### config.mk
export PLATFORM = sky130hd
export DESIGN_NAME = reg_write_arbiter
export DESIGN_NICKNAME = d
export VERILOG_FILES = /design/src/rtl/reg_write_arbiter.sv
export SDC_FILE = /design/constraint.sdc
export NUM_CORES = 1
export LEC_CHECK = 0
export CORE_MARGIN = 5
export CORE_UTILIZATION = 25
export CTS_CLUSTER_DIAMETER = 30
export CTS_CLUSTER_SIZE = 25
export DETAILED_ROUTE_END_ITERATION = 12
export PLACE_DENSITY = 0.55
export SYNTH_ARGS = -nofsm -noshare
export SYNTH_HDL_FRONTEND = slang
export SYNTH_SLANG_ARGS = --single-unit
### constraint.sdc
create_clock -name clk -period 2.11 [get_ports clk]
set_input_delay 0.422 -clock clk [delete_from_list [all_inputs] [get_ports clk]]
set_output_delay 0.422 -clock clk [all_outputs]
set_load 0.03 [all_outputs]
### src/rtl/reg_write_arbiter.sv
// Round-robin write arbiter for a bank of 1-bit registers.
// Grants one requester per cycle; drives registered set_p/data/gnt.
module reg_write_arbiter #(
  parameter int N_REQ  = 4,
  parameter int N_REG  = 8,
  parameter int ADDR_W = 3
) (
  input  logic                    clk,
  input  logic                    reset,
  input  logic [N_REQ-1:0]        req,
  input  logic [N_REQ*ADDR_W-1:0] req_addr,
  input  logic [N_REQ-1:0]        req_data,
  output logic [N_REQ-1:0]        gnt,
  output logic [N_REG-1:0]        set_p,
  output logic                    data,
  output logic                    addr_err,
  output logic                    busy
);

  localparam int PTR_W = (N_REQ > 1) ? $clog2(N_REQ) : 1;

  logic [PTR_W-1:0]  ptr;
  logic [PTR_W-1:0]  ptr_nx;
  logic [N_REQ-1:0]  elig;
  logic              found;
  logic [PTR_W-1:0]  win;
  logic [ADDR_W-1:0] win_addr;
  logic              win_data;
  logic              addr_ok;
  logic [N_REQ-1:0]  gnt_nx;
  logic [N_REG-1:0]  set_nx;
  logic              data_nx;
  logic              err_nx;

  assign busy = |req;

  // A requester granted last edge still holds req; mask it once.
  assign elig = req & ~gnt;

  always_comb begin
    int idx;
    found = 1'b0;
    win   = '0;
    idx   = 0;
    for (int k = 0; k < N_REQ; k++) begin
      idx = int'(ptr) + k;
      if (idx >= N_REQ) idx = idx - N_REQ;
      for (int i = 0; i < N_REQ; i++) begin
        if (!found && idx == i && elig[i]) begin
          found = 1'b1;
          win   = PTR_W'(i);
        end
      end
    end
  end

  always_comb begin
    win_addr = '0;
    win_data = 1'b0;
    for (int i = 0; i < N_REQ; i++) begin
      if (win == PTR_W'(i)) begin
        win_addr = req_addr[i*ADDR_W +: ADDR_W];
        win_data = req_data[i];
      end
    end
  end

  assign addr_ok = int'(win_addr) < N_REG;

  always_comb begin
    gnt_nx  = '0;
    set_nx  = '0;
    data_nx = 1'b0;
    err_nx  = 1'b0;
    ptr_nx  = ptr;
    if (found) begin
      for (int i = 0; i < N_REQ; i++)
        gnt_nx[i] = (win == PTR_W'(i));
      for (int j = 0; j < N_REG; j++)
        set_nx[j] = addr_ok && (win_addr == ADDR_W'(j));
      data_nx = addr_ok & win_data;
      err_nx  = ~addr_ok;
      if (win == PTR_W'(N_REQ - 1))
        ptr_nx = '0;
      else
        ptr_nx = win + 1'b1;
    end
  end

  always_ff @(posedge clk or negedge reset) begin
    if (!reset) begin
      gnt      <= '0;
      set_p    <= '0;
      data     <= 1'b0;
      addr_err <= 1'b0;
      ptr      <= '0;
    end else begin
      gnt      <= gnt_nx;
      set_p    <= set_nx;
      data     <= data_nx;
      addr_err <= err_nx;
      ptr      <= ptr_nx;
    end
  end

endmodule

Word level (Yosys, flattened, before mapping). Index checks and enable logic that the tools add are counted.

$add $sub $neg: 8. Order comparisons: 4. Eq/ne operators: 22. Mux-type cells: 47. Bitwise logic cells: 2. Reductions and logical operators: 53.

Operators with widths (number): == test 32 x 3 -> 1 bit (second input constant) (8); == test 32 x 2 -> 1 bit (second input constant) (4); logical NOT 32 bit (4); 2-to-1 mux 32 bit (4); logical AND 1 bit (31); 2-to-1 mux 2 bit (15); 2-to-1 mux 1 bit (22); logical NOT 1 bit (15); == test 3 bit (second input constant) (4); 2-to-1 mux 3 bit (4); subtractor 3 x 3 -> 4 bit (second input constant) (3); greater-or-equal comparator 3 bit (second input constant) (3); 2-to-1 mux 8 bit (1); adder 2 x 2 -> 3 bit (second input constant) (2); == test 3 x 2 -> 1 bit (second input constant) (2); AND 4 bit (1); == test 2 bit (second input constant) (2); 2-to-1 mux 4 bit (1); inverter 4 bit (1); OR reduction 4 bit (1); subtractor 2 x 3 -> 4 bit (second input constant) (1); adder 2 x 1 -> 3 bit (second input constant) (1); == test 3 x 1 -> 1 bit (second input constant) (1); greater-or-equal comparator 2 x 3 -> 1 bit (second input constant) (1); 4 further kinds (4).

Register bits after elaboration: 15. Bits of input ports: 22. Output and inout bits: 15. Word-level logic and storage cells: 140.

Depth between registers and ports, before layout. Gate-level depths: netlist (run 1).

Word-level depth: 72. Gate-level depth with buffers: 10. Depth with buffers taken out: 9.

Least setup slack after synthesis (run 1). No wires, ideal clock.

Path kind: reg-to-reg. From: reg gnt[0]. To: reg set_p[0]. Library setup time: 141 ps. Arrival time: 2087 ps. Required time: 1969 ps. Path slack: -118 ps. Cell stages (with the launch flop): 10. Buffers on the path: 1. Period minus slack after synthesis: 2228 ps. Cell sequence: dfrtp_1 > and3b_1 > o21ai_0 > a21oi_1 > a21o_1 > ha_1 > buf_6 > nand3b_1 > a211oi_1 > nor3_1.

Word-level cells in the longest chain between the ends: 71. Elaborated cells on any way between the ends: 89. Classes of those cells: eq/ne (3); mux (36); bitwise (2); reduce/logical (48).

Ends and longest elaborated chain: start, declared (RTL line 13) `output logic [N_REQ-1:0] gnt,`; start signal, assigned (RTL line 98) `gnt <= gnt_nx;`; inverter 4 bit * (RTL line 38) `assign elig = req & ~gnt;`; AND 4 bit * (RTL line 38); logical AND 1 bit (RTL line 49) `if (!found && idx == i && elig[i]) begin`; 2-to-1 mux 1 bit (RTL line 49); logical NOT 1 bit (RTL line 49); logical AND 1 bit (2 in series) (RTL line 49); 2-to-1 mux 1 bit (RTL line 49); logical NOT 1 bit (RTL line 49); [51 not listed]; logical NOT 1 bit (RTL line 49); logical AND 1 bit (2 in series) (RTL line 49); 2-to-1 mux 2 bit (RTL line 49); logical NOT 2 bit (RTL line 61) `if (win == PTR_W'(i)) begin`; 2-to-1 mux 3 bit (4 in series) (RTL line 61); logical NOT 3 bit (RTL line 80) `set_nx[j] = addr_ok && (win_addr == ADDR_W'(j));`; 2-to-1 mux 8 bit * (RTL line 76) `if (found) begin`; net set_nx[0] (RTL line 31) `logic [N_REG-1:0] set_nx;`; end signal, assigned (RTL line 99) `set_p <= set_nx;`; end, declared (RTL line 14) `output logic [N_REG-1:0] set_p,`.

Mark *: on every way through the listed nets, which the timed path passes. The rest lies on a longest branch. A chain may end at the register's enable or synchronous reset.

Worst setup path after layout (run 1).
From: reg gnt[0]. To: reg set_p[6].

Word-level cells in the longest chain between the ends: 71. Elaborated cells on any way between the ends: 89. Classes of those cells: eq/ne (4); mux (36); bitwise (2); reduce/logical (47).

Ends and longest elaborated chain (RTL line): inverter 4 bit * (38); AND 4 bit * (38); logical AND 1 bit (49); 2-to-1 mux 1 bit (49); logical NOT 1 bit (49); logical AND 1 bit (2 in series) (49); 2-to-1 mux 1 bit (49); logical NOT 1 bit (49); [51 not listed]; logical NOT 1 bit (49); logical AND 1 bit (2 in series) (49); 2-to-1 mux 2 bit (49); logical NOT 2 bit (61); 2-to-1 mux 3 bit (4 in series) (61); == test 3 bit (80); 2-to-1 mux 8 bit * (76); net set_nx[6] (31).

Marks and branches as above.

==> results of run 1 <==
[worst max path at each step]
stage                          start  cells past startpoint                 end
global placement              req[0]                      9  set_p[5]$_DFF_PN0_
floorplan           gnt[0]$_DFF_PN0_                      9  set_p[3]$_DFF_PN0_
global route        gnt[0]$_DFF_PN0_                      9  set_p[3]$_DFF_PN0_
CTS                 gnt[0]$_DFF_PN0_                      9  set_p[7]$_DFF_PN0_
detailed placement            req[0]                     10  set_p[2]$_DFF_PN0_
finish              gnt[0]$_DFF_PN0_                      9  set_p[6]$_DFF_PN0_
[flip-flops by register name (all words and copies together), names as in the netlist]
signal / flops
set_p: 8
gnt: 4
ptr: 2
data: 1
[per-stage QoR]
stage / setup slack, ns / power (mW) / cells
floorplan: 0.00331 / 1.35 / 91
global placement: -0.631 / 1.75 / 175
detailed placement: -0.608 / 1.77 / 175
CTS: -0.00471 / 2.39 / 184
global route: -0.163 / 2.71 / 185
finish: -0.0650 / 2.52 / 185
[area by class of cell]
cell class	count	area, sq um
Inverter	3	11.3
Clock buffer	3	22.5
Timing Repair Buffer	48	450
Sequential cell	15	377
Clock inverter	1	7.51
Fill cell	307	1820
Multi-Input combinational cell	69	646
Tap cell	46	57.6
[power by group through the flow]
stage / combinational, mW / clock [mW] / sequential, mW
CTS: 1.76 / 0.179 / 0.450
floorplan: 0.760 / 0 / 0.591
global placement: 1.29 / 0 / 0.453
finish: 1.89 / 0.177 / 0.453
global route: 2.05 / 0.195 / 0.465
detailed placement: 1.32 / 0 / 0.454
[metal layers]
layer / vias up / part of all wire (%) / track usage, %
met3: 7 / 5.2 / 1.59
met2: 34 / 47 / 18.0
met4: 0 / 2.5 / 5.11
met1: 381 / 45 / 13.4
li1: 410 / - / -
met5: - / 0 / 0
[cell families (layout without fill, tap and decap cells)]
| family | Yosys count | count (layout) |
|---|---|---|
| other cells | 1 | 1 |
| mux | 1 | 1 |
| flops | 15 | 15 |
| fa+ha+maj | 4 | 4 |
| buf+inv | 7 | 55 |
| compound gates | 23 | 23 |
| simple gates | 40 | 40 |
[repair_timing]
| action | 4_1_cts | 5_1_grt |
|---|---|---|
| buffers inserted | 6 | 1 |
| gates resized for setup | 40 | 7 |
| pin swaps | 21 | 10 |
| endpoints found under the setup margin | 10 | 9 |
| cloned | 0 | 0 |
[synth_stat cells]
cell / instances / area, sq um
o21a_1: 2 / 15.0
a21o_1: 1 / 7.51
dfrtp_1: 15 / 375
and2_2: 4 / 30.0
ha_1: 4 / 50.1
nor3_1: 8 / 40.0
nand3_1: 2 / 10.0
and3b_1: 1 / 8.76
a211oi_1: 2 / 15.0
o21ai_1: 1 / 5.00
a22oi_1: 1 / 7.51
nor2_1: 5 / 18.8
or4_2: 1 / 8.76
nand3b_1: 1 / 7.51
a21bo_4: 1 / 16.3
o21ai_0: 5 / 25.0
o211ai_1: 1 / 7.51
a21oi_1: 7 / 35.0
nand2b_4: 1 / 13.8
inv_1: 3 / 11.3
o211a_1: 1 / 10.0
buf_6: 2 / 22.5
conb_1: 1 / 3.75
or2_1: 1 / 6.26
nor2b_4: 2 / 27.5
a211o_2: 1 / 10.0
nand4bb_1: 1 / 11.3
nand2b_1: 2 / 12.5
buf_4: 2 / 15.0
nand2_1: 6 / 22.5
nor3b_1: 2 / 15.0
nor2b_1: 3 / 18.8
mux2i_1: 1 / 10.0
==> metrics.txt, run 1 <==
outcome complete, but fails checks; failing checks setup timing; CTS Root Cell clkbuf_4; WL final around 2500 um; Placer Congestion 0.806; drt wl/cell roughly 13 um; Least-Margin Pin Slew 0.689 ns; CTS Buf Count 3; peak fanout along the critical path 4; Final nets between 150 and 200; CP startpoint kind flop; Yosys warning count 0; peak supply drop just under 0.7 mV; most frequent cells in the layout 30 x clkdlybuf4s50_1, 14 x dfrtp_1, 12 x buf_4; Psw between 1 and 1.5 mW; Antenna Cells 0; leak pwr approximately 0.65 nW; Clock transition at path regs 0.10 ns; sum of buffers and inverters on the critical path 0; Final WS setup -0.0650 ns; register area share after synthesis 42.0%; CTS Sinks 15; Crit-path slowest cell dfrtp_2; Crit Path Class flop to flop; share of cells above drive strength 1 about 40%; max cap viols 0; Mapped Cells 91; Boundary Pins 37; Flop pwr share about 18%; simple-gate share of the synthesized area between 20 and 30%; setup violators final 7; syn nets around 120; HP Class input port to async pin; Synth Area in Compound Gates about 17%; # H-tree levels 1; antenna violations before repair 0; Worst-Skew Late Latency 0.30 ns; post-synthesis xor/xnor area fraction 0%; final core occ between 40% and 50%; dominant combinational cell family by area after synthesis simple AND/OR/NAND/NOR gates; most common cell after layout, fill and taps aside clkdlybuf4s50_1; minimum clock period after layout roughly 2.2 ns; vias per inst between 4 and 5; vias in the first global route 924; clock share of power 7.0%; core area around 3400 sq um; Max stage delay on crit path 0.44 ns; initial DRC count 28; CP top delay family simple AND/OR/NAND/NOR gates; RR Endpoint set_p[6]$_DFF_PN0_; grt ovf 0; worst reg-to-reg setup slack -0.06 ns; Port-buffer cells 35; CTS tree built; Avg Cell Area, Syn around 9.8 sq um; Setup TNS -0.275 ns; arrival time worst endpoint roughly 2.4 ns; die area 4870 sq um; die width around 70 um; placed cell area ~1300 sq um; CTS Buffer Depth 2; logic gate share of total power about 75%; PwrDens 1610 nW/um^2; Mapped Area roughly 890 sq um; Rows 21; largest net degree at the start of global routing 16; final hold violations 0; CP endpoint kind flop; final period utilization 103%; worst rel slew slack ~54%; initial core utilization a little over a quarter; mux cell area share after synthesis between 1 and 1.5%; max-slew violation count 0; distinct cell type count after synthesis 33; Final ANT Viol Nets 0; die height between 60 and 70 um; Synth-to-Final Area Change 75.9%; HPWL reported at the end of detailed placement roughly 1800 um; Finished Cell Area 1570 sq um; hold buffer count at CTS 0; Worst R2R Path Depth 9; Final Hold Slack between 0.5 and 0.6 ns; vias around 830; CP Cell Sequence and3b_2 -> o21ai_2 -> a21oi_2 -> a21o_1 -> ha_4 -> nand2_2 -> o211a_1 -> or2_4 -> nor3_2; Fmax between 400 and 500 MHz; switch share a little under half; first-pass GRT wire length 4350 um; Post-Synth Adder-Cell Area 5.60%; RSZ-0062 raised after global routing true; R2R Path Start gnt[0]$_DFF_PN0_; design internal power between 1 and 1.5 mW; DRC errors left 0; Req. time, crit path around 2.3 ns; TritonRoute pass-1 iters 4; Worst Skew just under 0.007 ns; Tot GR Track Use 10.8%; synthesis-stage register bit count 15
(Power assumes the default switching activity.)
==> run 2: changes to the inputs <==
Settings changed: CORE_ASPECT_RATIO set to 0.75.
==> metrics.txt, run 2 (synthesis gave the netlist of run 1 again) <==
hold buffer count at CTS 0 (unchanged); Least-Margin Pin Slew 0.670 ns (was 0.689 ns); Rows 18 (was 21); largest net degree at the start of global routing 16 (unchanged); share of cells above drive strength 1 44.1% (was 40.3%); Final WS setup -0.0247 ns (was -0.0650 ns); final period utilization 101% (was 103%); CTS Buffer Depth 2 (unchanged); fill count 314 (was 307); vias in the first global route 877 (was 924); Synth-to-Final Area Change 80.5% (was 75.9%); max-slew violation count 0 (unchanged); Final ANT Viol Nets 0 (unchanged); grt ovf 0 (unchanged); CP startpoint kind flop (unchanged); failing checks setup timing (unchanged); arrival time worst endpoint 2.30 ns (was 2.40 ns); termination of the worst setup path set_p[5]$_DFF_PN0_ (was set_p[6]$_DFF_PN0_); Crit Path Class flop to flop (unchanged); initial DRC count 23 (was 28); RR Endpoint set_p[5]$_DFF_PN0_ (was set_p[6]$_DFF_PN0_); Largest regs set_p: 8 flops, gnt: 4 flops, ptr: 2 flops (unchanged); setup violators final 8 (was 7); Max stage delay on crit path 0.44 ns (about the same); first-pass GRT wire length 4000 um (was 4350 um); Req. time, crit path 2.27 ns (was 2.33 ns); drt wl/cell 13.6 um (was 13.5 um); placed cells 171 (was 175); Tot GR Track Use 10.9% (was 10.8%); CTS Sinks 15 (unchanged); max reg flops 8 (unchanged); peak supply drop 0.574 mV (was 0.687 mV); RSZ-0062 raised after global routing true (unchanged); most common cell after layout, fill and taps aside clkdlybuf4s50_1 (unchanged); Worst R2R Path Depth 8 (was 9); die height 61.8 um (was 69.8 um); Reg with most FFs set_p (unchanged); Place WS -0.625 ns (was -0.608 ns); leak pwr 0.684 nW (was 0.653 nW); TritonRoute pass-1 iters 4 (unchanged); Boundary Pins 37 (unchanged); die area 4880 sq um (was 4870 sq um); vias 857 (was 832); Placer Congestion 0.732 (was 0.806); CTS Root Cell clkbuf_8 (was clkbuf_4); final core occ 48.1% (was 46.4%); crit path launch gnt[0]$_DFF_PN0_ (unchanged); vias per inst 4.63 (was 4.50); peak fanout along the critical path 7 (was 4); worst rel slew slack 55.2% (was 53.9%); antenna violations before repair 0 (unchanged); Port-buffer cells 35 (unchanged); Final nets 172 (was 166); die width 79.0 um (was 69.8 um); CTS tree built (unchanged); DRC errors left 0 (unchanged); R2R Path Start gnt[0]$_DFF_PN0_ (unchanged); core area 3360 sq um (was 3390 sq um); most frequent cells in the layout 30 x clkdlybuf4s50_1, 16 x buf_4, 14 x dfrtp_1 (was 30 x clkdlybuf4s50_1, 14 x dfrtp_1, 12 x buf_4); HP Class input port to async pin (unchanged); PwrDens 1590 nW/um^2 (was 1610 nW/um^2); # H-tree levels 1 (unchanged); outcome complete, but fails checks (unchanged); worst reg-to-reg setup slack -0.02 ns (was -0.06 ns); Worst-Skew Late Latency 0.25 ns (was 0.30 ns); Setup TNS -0.0837 ns (was -0.275 ns); max cap viols 0 (unchanged); minimum clock period after layout 2.13 ns (was 2.17 ns); CP Cell Sequence and3b_2 -> buf_6 -> nor2_4 -> o21a_4 -> ha_4 -> nand3b_1 -> a211o_4 -> nor3_2 (was and3b_2 -> o21ai_2 -> a21oi_2 -> a21o_1 -> ha_4 -> nand2_2 -> o211a_1 -> or2_4 -> nor3_2); WL final 2520 um (was 2490 um); initial core utilization 26.6% (was 26.4%); Fmax 468 MHz (was 460 MHz); Clock transition at path regs 0.06 ns (was 0.10 ns); CTS Buf Count 3 (unchanged); CP endpoint kind flop (unchanged); final hold violations 0 (unchanged); Worst Skew 0.00528 ns (was 0.00684 ns); Antenna Cells 0 (unchanged); Crit-path slowest cell dfrtp_2 (unchanged); HPWL reported at the end of detailed placement 1750 um (was 1820 um); Post-Layout Cell Count 185 (unchanged)
-- run 2: worst min-delay path by stage --
| stage | to | cells past startpoint | slack (ns) | startpoint |
|---|---|---|---|---|
| 2_1_floorplan | data$_DFF_PN0_ | 0 | 0.13 | reset |
| 3_3_place_gp | ptr[0]$_DFFE_PN0P_ | 2 | 0.61 | ptr[0]$_DFFE_PN0P_ |
| 3_5_place_dp | ptr[0]$_DFFE_PN0P_ | 2 | 0.61 | ptr[0]$_DFFE_PN0P_ |
| 4_1_cts | data$_DFF_PN0_ | 1 | 0.61 | reset |
| 5_1_grt | data$_DFF_PN0_ | 1 | 0.65 | reset |
| 6_report | data$_DFF_PN0_ | 1 | 0.58 | reset |
-- run 2: through the flow --
step	cell area (sq um)	hold slack [ns]	power, mW
2_1_floorplan	900	0.126	1.35
3_3_place_gp	1330	0.611	1.76
3_5_place_dp	1330	0.608	1.77
4_1_cts	1580	0.611	2.46
5_1_grt	1610	0.655	2.75
6_report	1610	0.582	2.57
-- run 2: repair_timing --
action                     CTS  global route
buffers inserted            10             0
setup endpoints to repair   10             9
pin swaps                   15             7
resized for setup           43             9
-- run 2: worst max-delay path: cells and delay by family, from the launching register on --
| kind | cells | cell delay, ns |
|---|---|---|
| AND/OR/NAND/NOR | 4 | 0.70 |
| flip-flops | 1 | 0.44 |
| adder cells (fa/ha/maj) | 1 | 0.18 |
| AO/OA/AOI/OAI | 2 | 0.61 |
| buffers and inverters | 1 | 0.11 |
-- run 2: final cells by class --
cell class | instances | area [sq um] | share of cell area [%]
Clock inverter | 1 | 5.00 | 0.310
Tap cell | 40 | 50.0 | 3.10
Inverter | 3 | 11.3 | 0.698
Timing Repair Buffer | 54 | 489 | 30.3
Multi-Input combinational cell | 69 | 639 | 39.6
Clock buffer | 3 | 41.3 | 2.56
Sequential cell | 15 | 377 | 23.4
-- run 2: power breakdown --
part           leakage [nW]  internal, mW  switching [mW]
clock network        0.0255         0.131          0.0980
logic                 0.464         0.936           0.947
registers             0.195         0.392          0.0623
-- run 2: layer usage --
| layer | part of all wire, % | vias to the layer above | global-route usage [%] | wire length (um) |
|---|---|---|---|---|
| met5 | 0 | - | 0 | 0 |
| met3 | 6.0 | 4 | 1.73 | 152 |
| met4 | 2.1 | 0 | 6.62 | 53 |
| met2 | 47 | 26 | 18.8 | 1170 |
| met1 | 45 | 403 | 13.2 | 1140 |
| li1 | - | 424 | - | - |
